===== src/rtl/epp_bus_bridge.sv =====
// EPP slave to 32-bit pipelined Wishbone master bridge: byte-wide host register file drives bus cycles.
// Optional feature macro: EPP_BUS_AUTO_INC_EN (bus address advances by 4 on every acknowledged transfer).
module epp_bus_bridge #(
    parameter int unsigned SYNC_STAGES = 2
) (
    input  logic        CLK,
    input  logic        RST_SYNC,
    input  logic        EPP_ASTB_IN,
    input  logic        EPP_DSTB_IN,
    input  logic        EPP_WRITE_IN,
    input  logic [7:0]  EPP_DATA_IN,
    output logic [7:0]  EPP_DATA_OUT,
    output logic        EPP_DATA_OE_OUT,
    output logic        EPP_WAIT_OUT,
    output logic        BUS_CYC_OUT,
    output logic        BUS_STB_OUT,
    output logic        BUS_WE_OUT,
    output logic [31:0] BUS_ADR_OUT,
    output logic [3:0]  BUS_SEL_OUT,
    output logic [31:0] BUS_DAT_WR_OUT,
    input  logic [31:0] BUS_DAT_RD_IN,
    input  logic        BUS_ACK_IN,
    input  logic        BUS_STALL_IN
);

    localparam int unsigned EPP_W = 8;
    localparam int unsigned ADR_W = 32;
    localparam int unsigned DAT_W = 32;
    localparam int unsigned SEL_W = 4;

    typedef enum logic [2:0] {
        S_IDLE, S_ADDR_WR, S_ADDR_RD, S_DATA_WR, S_DATA_RD, S_BUS_WAIT, S_HANDSHAKE
    } epp_state_t;

    typedef enum logic [1:0] {B_IDLE, B_REQ, B_ACK} bus_state_t;

    epp_state_t              epp_state_q, epp_state_d;
    bus_state_t              bus_state_q, bus_state_d;
    logic [SYNC_STAGES-1:0]  astb_sync_q, astb_sync_d;
    logic [SYNC_STAGES-1:0]  dstb_sync_q, dstb_sync_d;
    logic [SYNC_STAGES-1:0]  wr_sync_q, wr_sync_d;
    logic [EPP_W-1:0]        ep_addr_q, ep_addr_d;
    logic [ADR_W-1:0]        adr_q, adr_d;
    logic [DAT_W-1:0]        wdata_q, wdata_d;
    logic [DAT_W-1:0]        rdata_q, rdata_d;
    logic [EPP_W-1:0]        ctrl_q, ctrl_d;
    logic                    is_addr_q, is_addr_d;
    logic                    is_read_q, is_read_d;
    logic [EPP_W-1:0]        data_out_q, data_out_d;
    logic                    oe_q, oe_d;
    logic                    wait_q, wait_d;
    logic                    cyc_q, cyc_d;
    logic                    stb_q, stb_d;
    logic                    we_q, we_d;
    logic [ADR_W-1:0]        adr_out_q, adr_out_d;
    logic [SEL_W-1:0]        sel_q, sel_d;
    logic [DAT_W-1:0]        dat_wr_q, dat_wr_d;

    logic                    astb_s, dstb_s, wr_s;
    logic [3:0]              reg_sel;
    logic [4:0]              byte_bit;
    logic                    start_c;
    logic                    bus_done_c;
    logic [EPP_W-1:0]        rd_mux_c;

    assign astb_s   = astb_sync_q[SYNC_STAGES-1];
    assign dstb_s   = dstb_sync_q[SYNC_STAGES-1];
    assign wr_s     = wr_sync_q[SYNC_STAGES-1];
    assign reg_sel  = ep_addr_q[3:0];
    assign byte_bit = {reg_sel[1:0], 3'b000};
    assign start_c  = (epp_state_q == S_DATA_WR) && (reg_sel == 4'hC);

    // Strobe/direction synchronisers
    always_comb begin
        astb_sync_d = {astb_sync_q[SYNC_STAGES-2:0], EPP_ASTB_IN};
        dstb_sync_d = {dstb_sync_q[SYNC_STAGES-2:0], EPP_DSTB_IN};
        wr_sync_d   = {wr_sync_q[SYNC_STAGES-2:0], EPP_WRITE_IN};
    end

    // Host read-data mux over the register map
    always_comb begin
        rd_mux_c = '0;
        case (reg_sel[3:2])
            2'd0: rd_mux_c = adr_q[byte_bit +: 8];
            2'd1: rd_mux_c = wdata_q[byte_bit +: 8];
            2'd2: rd_mux_c = rdata_q[byte_bit +: 8];
            default: begin
                case (reg_sel[1:0])
                    2'd0:    rd_mux_c = ctrl_q;
                    2'd1:    rd_mux_c = {7'd0, bus_state_q != B_IDLE};
                    default: rd_mux_c = '0;
                endcase
            end
        endcase
    end

    // Wishbone master FSM; outputs frozen at request entry
    always_comb begin
        bus_state_d = bus_state_q;
        cyc_d       = cyc_q;
        stb_d       = stb_q;
        we_d        = we_q;
        adr_out_d   = adr_out_q;
        sel_d       = sel_q;
        dat_wr_d    = dat_wr_q;
        bus_done_c  = 1'b0;
        case (bus_state_q)
            B_IDLE: begin
                if (start_c) begin
                    bus_state_d = B_REQ;
                    cyc_d       = 1'b1;
                    stb_d       = 1'b1;
                    we_d        = ctrl_q[0];
                    sel_d       = ctrl_q[7:4];
                    adr_out_d   = adr_q;
                    dat_wr_d    = wdata_q;
                end
            end
            B_REQ: begin
                if (!BUS_STALL_IN) begin
                    stb_d = 1'b0;
                    if (BUS_ACK_IN) begin
                        cyc_d       = 1'b0;
                        bus_done_c  = 1'b1;
                        bus_state_d = B_IDLE;
                    end else begin
                        bus_state_d = B_ACK;
                    end
                end
            end
            B_ACK: begin
                if (BUS_ACK_IN) begin
                    cyc_d       = 1'b0;
                    bus_done_c  = 1'b1;
                    bus_state_d = B_IDLE;
                end
            end
            default: begin
                bus_state_d = B_IDLE;
                cyc_d       = 1'b0;
                stb_d       = 1'b0;
            end
        endcase
    end

    // EPP handshake FSM and host-visible registers
    always_comb begin
        epp_state_d = epp_state_q;
        ep_addr_d   = ep_addr_q;
        adr_d       = adr_q;
        wdata_d     = wdata_q;
        rdata_d     = rdata_q;
        ctrl_d      = ctrl_q;
        is_addr_d   = is_addr_q;
        is_read_d   = is_read_q;
        data_out_d  = data_out_q;

        if (bus_done_c) begin
            if (!we_q) begin
                rdata_d = BUS_DAT_RD_IN;
            end
`ifdef EPP_BUS_AUTO_INC_EN
            adr_d = adr_q + 32'd4;
`endif
        end

        case (epp_state_q)
            S_IDLE: begin
                if (!astb_s) begin
                    is_addr_d = 1'b1;
                    is_read_d = wr_s;
                    if (wr_s) begin
                        epp_state_d = S_ADDR_RD;
                        data_out_d  = ep_addr_q;
                    end else begin
                        epp_state_d = S_ADDR_WR;
                        ep_addr_d   = EPP_DATA_IN;
                    end
                end else if (!dstb_s) begin
                    is_addr_d = 1'b0;
                    is_read_d = wr_s;
                    if (wr_s) begin
                        epp_state_d = S_DATA_RD;
                        data_out_d  = rd_mux_c;
                    end else begin
                        epp_state_d = S_DATA_WR;
                        case (reg_sel[3:2])
                            2'd0: adr_d[byte_bit +: 8]   = EPP_DATA_IN;
                            2'd1: wdata_d[byte_bit +: 8] = EPP_DATA_IN;
                            2'd3: if (reg_sel[1:0] == 2'd0) ctrl_d = EPP_DATA_IN;
                            default: ;
                        endcase
                    end
                end
            end
            S_ADDR_WR, S_ADDR_RD, S_DATA_RD: epp_state_d = S_HANDSHAKE;
            S_DATA_WR:   epp_state_d = (reg_sel == 4'hC) ? S_BUS_WAIT : S_HANDSHAKE;
            S_BUS_WAIT:  if (bus_done_c) epp_state_d = S_HANDSHAKE;
            S_HANDSHAKE: if (is_addr_q ? astb_s : dstb_s) epp_state_d = S_IDLE;
            default:     epp_state_d = S_IDLE;
        endcase

        wait_d = (epp_state_d == S_HANDSHAKE);
        oe_d   = (epp_state_d == S_HANDSHAKE) && is_read_q;
    end

    always_ff @(posedge CLK) begin
        if (RST_SYNC) begin
            epp_state_q <= S_IDLE;
            bus_state_q <= B_IDLE;
            astb_sync_q <= '1;
            dstb_sync_q <= '1;
            wr_sync_q   <= '1;
            ep_addr_q   <= '0;
            adr_q       <= '0;
            wdata_q     <= '0;
            rdata_q     <= '0;
            ctrl_q      <= '0;
            is_addr_q   <= 1'b0;
            is_read_q   <= 1'b0;
            data_out_q  <= '0;
            oe_q        <= 1'b0;
            wait_q      <= 1'b0;
            cyc_q       <= 1'b0;
            stb_q       <= 1'b0;
            we_q        <= 1'b0;
            adr_out_q   <= '0;
            sel_q       <= '0;
            dat_wr_q    <= '0;
        end else begin
            epp_state_q <= epp_state_d;
            bus_state_q <= bus_state_d;
            astb_sync_q <= astb_sync_d;
            dstb_sync_q <= dstb_sync_d;
            wr_sync_q   <= wr_sync_d;
            ep_addr_q   <= ep_addr_d;
            adr_q       <= adr_d;
            wdata_q     <= wdata_d;
            rdata_q     <= rdata_d;
            ctrl_q      <= ctrl_d;
            is_addr_q   <= is_addr_d;
            is_read_q   <= is_read_d;
            data_out_q  <= data_out_d;
            oe_q        <= oe_d;
            wait_q      <= wait_d;
            cyc_q       <= cyc_d;
            stb_q       <= stb_d;
            we_q        <= we_d;
            adr_out_q   <= adr_out_d;
            sel_q       <= sel_d;
            dat_wr_q    <= dat_wr_d;
        end
    end

    assign EPP_DATA_OUT    = data_out_q;
    assign EPP_DATA_OE_OUT = oe_q;
    assign EPP_WAIT_OUT    = wait_q;
    assign BUS_CYC_OUT     = cyc_q;
    assign BUS_STB_OUT     = stb_q;
    assign BUS_WE_OUT      = we_q;
    assign BUS_ADR_OUT     = adr_out_q;
    assign BUS_SEL_OUT     = sel_q;
    assign BUS_DAT_WR_OUT  = dat_wr_q;

endmodule


===== config.mk =====
export PLATFORM = sky130hd
export DESIGN_NAME = epp_bus_bridge
export DESIGN_NICKNAME = d
export VERILOG_FILES = /design/src/rtl/epp_bus_bridge.sv
export SDC_FILE = /design/constraint.sdc
export NUM_CORES = 1
export LEC_CHECK = 0
export BUFFER_PORTS_ARGS = -buffer_cell sky130_fd_sc_hd__buf_2
export CAP_MARGIN = 40
export CORE_ASPECT_RATIO = 0.9
export CORE_MARGIN = 3
export CORE_UTILIZATION = 40
export CTS_CLUSTER_SIZE = 28
export DETAILED_ROUTE_END_ITERATION = 8
export PLACE_DENSITY = 0.6
export SLEW_MARGIN = 20
export SYNTH_ARGS = -nofsm -noshare
export SYNTH_HDL_FRONTEND = slang
export SYNTH_SLANG_ARGS = --single-unit

===== constraint.sdc =====
create_clock -name CLK -period 2.3 [get_ports CLK]
set_input_delay 0.69 -clock CLK [delete_from_list [all_inputs] [get_ports CLK]]
set_output_delay 0.69 -clock CLK [all_outputs]
set_load 0.05 [all_outputs]

==> out/results.txt, run 1 <==
post_cts resized -> 0
core area -> 21,100 sq um
remaining antenna violation count -> 0
Worst Setup End Kind -> flip-flop
initial antenna violation count -> 0
worst path arrival time -> 2450 ps
vias -> 7,560
#FFs+latches synth -> 206
DP HPWL -> 18,600 um
Mapped Nets -> 1,079
post-synth top area cell -> dfxtp_1
Worst-Margin Slew -> 581 ps
maxcap violations -> 0
synth unique cells -> 52
First-pass DRT Iterations -> 6
die width -> 162 um
drt via density -> 5.32
critical path required time -> 2680 ps
post-synthesis cell count -> 1,019
root buffer cell -> clkbuf_16
power per cell area -> 739 nW/um^2
cts bufs inserted -> 22
largest net degree at the start of global routing -> 123
# setup viols final -> 0
top-count cell post-synth -> nand2_1
startpoint type of the worst setup path -> flip-flop
post-synthesis sequential area ratio -> 0.470
slowest stage delay, CP -> 550 ps
Routed wire per std cell -> 18.4 um
CP Cell Sequence -> nor3_1 > buf_12 > nand4_1 > o41ai_1
Pleak -> 4.33 nW
clock skew -> 11.8 ps
worst min path class -> primary input to flip-flop
vias in the first global route -> 7,188
RePlAce Congestion -> 0.947
fmax -> 0.482 GHz
CTS H-tree lvls -> 1
clock period minus worst slack -> 2070 ps
# hold bufs at CTS -> 0
port bufs -> 127
period utilization -> 0.901
Layout area overhead -> 19.6%
Top FF cell, synth -> dfxtp_1
worst skew pair latency -> 500 ps
number of I/O pins -> 128
Syn. warnings -> 0
Final Hold Viols -> 0
Worst-path clk slew -> 60 ps
post-CTS setup buffers -> 0
Rows -> 50
syn_area_per_cell -> 8.61 sq um
height of the die -> 147 um
Starting Density -> 0.415
aggregate global routing overflow -> 0
Max-slew headroom -> 0.602
EDFF count, synth -> 0
highest fanout seen on the critical path -> 11
top-area cell type share of the netlist area -> 0.470
slowest stage cell, crit path -> o41ai_1
Hold Path Cell Cnt -> 2
FFs w/ async S/R, synth -> 0
clk sink count -> 206
Slew Limit Fails -> 0
largest cells by area after synthesis -> dfxtp_1 47%, mux2i_1 9.2%, nand2_1 9.1%
layout cells sized above 1 -> 0.190
final worst slack -> 227 ps
Setup TNS -> 0 ps
Worst R2R Path Depth -> 4
Setup WS pre-CTS -> 204 ps
unrepaired setup endpoints after global routing -> false
die area -> 23,800 sq um
VDD IR max -> 0.000484 V
Cell Area, Synth -> 8770 sq um
First DRT Iteration DRCs -> 576
CTS tree -> done
All-Layer GR Usage -> 0.212
Inserted Diodes -> 0
DRC Markers -> 0
first-pass GRT wire length -> 40,600 um
maximum clock path buffer count -> 3
Final nets -> 1,179
outcome -> complete, no violations
synth cell count leaders -> 212 x nand2_1, 206 x dfxtp_1, 134 x a21oi_1, 122 x nor2_1, 81 x mux2i_1
Crit Path Category -> flip-flop to flip-flop
routed wire length -> 26,100 um
metrics by stage:
| stage | hold slack [ps] | power (W) | cell area (sq um) | utilization | cells |
|---|---|---|---|---|---|
| 2_1_floorplan | 389 | 0.00399 | 8770 | - | 1019 |
| 3_3_place_gp | 398 | 0.00413 | 9740 | 0.461 | 1381 |
| 3_5_place_dp | 394 | 0.00413 | 9740 | 0.461 | 1381 |
| 4_1_cts | 364 | 0.00782 | 10500 | 0.496 | 1420 |
| 5_1_grt | 370 | 0.00799 | 10500 | 0.496 | 1420 |
| 6_report | 377 | 0.00776 | 10500 | 0.496 | 1420 |
cells in the final DEF, fill, tap and decap left out, drive strengths merged, types with 4 or more instances in the layout:
cell type	n
nand2	212
dfxtp	206
buf	151
a21oi	134
nor2	122
mux2i	81
clkbuf	32
nand2b	23
a22oi	19
ha	13
and2	13
a221oi	12
inv	11
nand3	10
nand4	9
mux4	7
a311o	7
o22ai	7
o21ai	6
or2	6
o41ai	5
nor3	5
a311oi	4
a211oi	4
report_power, final:
part,leakage [nW],switching (W),internal [W]
Clock,0.367,0.00144,0.00227
Sequential,1.66,0.0000377,0.00360
Combinational,2.30,0.000270,0.000148
Total,4.33,0.00175,0.00601
flip-flops by register name, summed over array words and instances (netlist names):
signal and count:
BUS_ADR_OUT 32, BUS_DAT_WR_OUT 32, adr_q 32, rdata_q 32
wdata_q 32, EPP_DATA_OUT 8, ctrl_q 8, ep_addr_q 8
BUS_SEL_OUT 4, epp_state_q 3, astb_sync_q 2, bus_state_q 2
dstb_sync_q 2, wr_sync_q 2, BUS_CYC_OUT 1, BUS_STB_OUT 1
BUS_WE_OUT 1, EPP_DATA_OE_OUT 1, EPP_WAIT_OUT 1, is_addr_q 1
is_read_q 1
area by class of cell:
type                            instances  area, sq um
Clock buffer                           32          639
Multi-Input combinational cell        727         4290
Clock inverter                          7          116
Fill cell                            2131        10700
Tap cell                              286          358
Timing Repair Buffer                  151          922
Sequential cell                       206         4120
Inverter                               11         41.3
final timing paths:
path | slack [ps] | to | from
max | 230 | EPP_DATA_OUT[3]$_SDFFE_PP0P_ | epp_state_q[1]$_SDFF_PP0_
min | 380 | astb_sync_q[0]$_SDFF_PP1_ | EPP_ASTB_IN
max reg2reg | 230 | EPP_DATA_OUT[3]$_SDFFE_PP0P_ | epp_state_q[1]$_SDFF_PP0_
min reg2reg | 410 | dstb_sync_q[1]$_SDFF_PP1_ | dstb_sync_q[0]$_SDFF_PP1_
kinds of logic (layout without fill, tap and decap cells):
family,count (synthesis),in the layout,share of synthesized area
AO/OA/AOI/OAI,214,214,0.152
adder cells (fa/ha/maj),13,13,0.0185
buffers and inverters,86,201,0.0428
flip-flops,206,206,0.470
multiplexers,88,88,0.110
AND/OR/NAND/NOR,412,412,0.207
routing by layer:
| layer | part of all wire | global-route usage |
|---|---|---|
| met3 | 0.066 | 0.0391 |
| met5 | 0 | 0 |
| met4 | 0.023 | 0.0473 |
| met1 | 0.46 | 0.305 |
| met2 | 0.45 | 0.333 |
worst max-delay path, delay by kind of cell, from the launching register on:
family / cells / cell delay [ps]
AO/OA/AOI/OAI: 1 / 550
buffers and inverters: 1 / 190
AND/OR/NAND/NOR: 2 / 780
flip-flops: 1 / 410
(Power assumes the default switching activity.)
==> run 2, diff against run 1 <==
Settings changed: MAX_ROUTING_LAYER set to met4.
==> out/results.txt, run 2 (synthesis gave the netlist of run 1 again) <==
clock period minus worst slack -> 2060 ps
height of the die -> 147 um
startpoint type of the worst setup path -> flip-flop
worst path arrival time -> 2440 ps
P_sw -> 0.00175 W
worst skew pair latency -> 500 ps
CTS H-tree lvls -> 1
CTS tree -> done
Crit Path Category -> flip-flop to flip-flop
Layout area overhead -> 19.6%
Worst-Margin Slew -> 564 ps
highest fanout seen on the critical path -> 11
initial antenna violation count -> 0
Sequential Power Share -> 0.469
outcome -> complete, no violations
fmax -> 0.486 GHz
layout cells sized above 1 -> 0.190
slowest stage delay, CP -> 540 ps
drt via density -> 5.32
largest net degree at the start of global routing -> 123
maximum clock path buffer count -> 3
worst path bufs/invs -> 1
power per cell area -> 739 nW/um^2
slowest stage cell, crit path -> o41ai_1
All-Layer GR Usage -> 0.218
Starting Density -> 0.415
die width -> 162 um
clk sink count -> 206
RePlAce Congestion -> 0.965
Setup WS pre-CTS -> 204 ps
unrepaired setup endpoints after global routing -> false
core area -> 21,100 sq um
CP Cell Sequence -> nor3_1 > buf_12 > nand4_1 > o41ai_1
DRC Markers -> 0
cts bufs inserted -> 22
Routed wire per std cell -> 18.4 um
post-CTS setup buffers -> 0
DP HPWL -> 18,600 um
worst min path class -> primary input to flip-flop
most common cell after layout, fill and taps aside -> nand2_1
Logic pwr share -> 0.054
Worst-path clk slew -> 60 ps
root buffer cell -> clkbuf_16
Worst R2R Path Depth -> 4
Rows -> 50
vias -> 7,556
Slew Limit Fails -> 0
# hold bufs at CTS -> 0
routed wire length -> 26,100 um
Worst R2R Start -> epp_state_q[1]$_SDFF_PP0_
clock share of power -> 0.477
Pleak -> 4.33 nW
Pint -> 0.00601 W
Final Hold Viols -> 0
period utilization -> 0.894
number of I/O pins -> 128
Setup TNS -> 0 ps
# setup viols final -> 0
Inserted Diodes -> 0
vias in the first global route -> 7,211
Worst Hold Launch -> EPP_ASTB_IN
Worst Setup End Kind -> flip-flop
worst r2r dst -> EPP_DATA_OUT[3]$_SDFFE_PP0P_
commonest cells after routing, fill and taps aside -> 212 x nand2_1, 206 x dfxtp_1, 134 x a21oi_1
Final nets -> 1,179
final worst slack -> 243 ps
critical path required time -> 2680 ps
First-pass DRT Iterations -> 5
die area -> 23,800 sq um
aggregate global routing overflow -> 0
VDD IR max -> 0.000484 V
port bufs -> 127
sw frac -> 0.225
Hold Path Cell Cnt -> 2
clock skew -> 11.9 ps
cell family with most CP delay -> simple AND/OR/NAND/NOR gates
hold endpoint -> astb_sync_q[0]$_SDFF_PP1_
remaining antenna violation count -> 0
Max-slew headroom -> 0.615
maxcap violations -> 0
first-pass GRT wire length -> 40,500 um
FF-to-FF setup slack -> 240 ps
First DRT Iteration DRCs -> 576
post_cts resized -> 0
==> run 2: final cells by class <==
| type | count | area (sq um) |
|---|---|---|
| fillers | 2131 | 10700 |
| multi-input cells | 727 | 4290 |
| well taps | 286 | 358 |
| repair buffers | 151 | 922 |
| clock buffers | 32 | 639 |
| flip-flops and latches | 206 | 4120 |
| inverters | 11 | 41.3 |
| clock inverters | 7 | 116 |
==> run 2: per-layer routing <==
layer  up-vias  global-route usage  share of wire
met3        45              0.0346          0.057
met1      3590               0.306           0.47
met5         -                   -              0
met2       229               0.334           0.45
met4         0              0.0473          0.023
li1       3692                   -              -
==> run 2: power groups by stage <==
| stage | combinational [W] | sequential [W] | clock [W] |
|---|---|---|---|
| after global placement | 0.000414 | 0.00372 | 0 |
| final | 0.000419 | 0.00364 | 0.00370 |
| after CTS | 0.000418 | 0.00364 | 0.00377 |
| after global routing | 0.000450 | 0.00364 | 0.00390 |
| after floorplan | 0.000237 | 0.00375 | 0 |
| after detailed placement | 0.000415 | 0.00372 | 0 |
==> run 2: worst max-delay path by stage <==
stage                                startpoint                           end  slack, ps  depth (start not counted)
floorplan             ep_addr_q[0]$_SDFFE_PP0P_  BUS_ADR_OUT[21]$_SDFFE_PP0P_         70                         11
global placement                   BUS_STALL_IN    EPP_DATA_OE_OUT$_SDFF_PP0_        240                          5
global route        bus_state_q[0]$_SDFFE_PP0P_    EPP_DATA_OE_OUT$_SDFF_PP0_        120                          6
detailed placement                 BUS_STALL_IN    EPP_DATA_OE_OUT$_SDFF_PP0_        200                          5
CTS                   epp_state_q[1]$_SDFF_PP0_  EPP_DATA_OUT[3]$_SDFFE_PP0P_        280                          4
finish                epp_state_q[1]$_SDFF_PP0_  EPP_DATA_OUT[3]$_SDFFE_PP0P_        240                          4
==> run 2: through the flow <==
step	hold slack [ps]	utilization	std cells	area (sq um)	power [W]
after floorplan	389	-	1019	8770	0.00399
after CTS	364	0.496	1420	10500	0.00782
after detailed placement	394	0.461	1381	9740	0.00413
final	379	0.496	1420	10500	0.00776
after global placement	398	0.461	1381	9740	0.00413
after global routing	370	0.496	1420	10500	0.00799
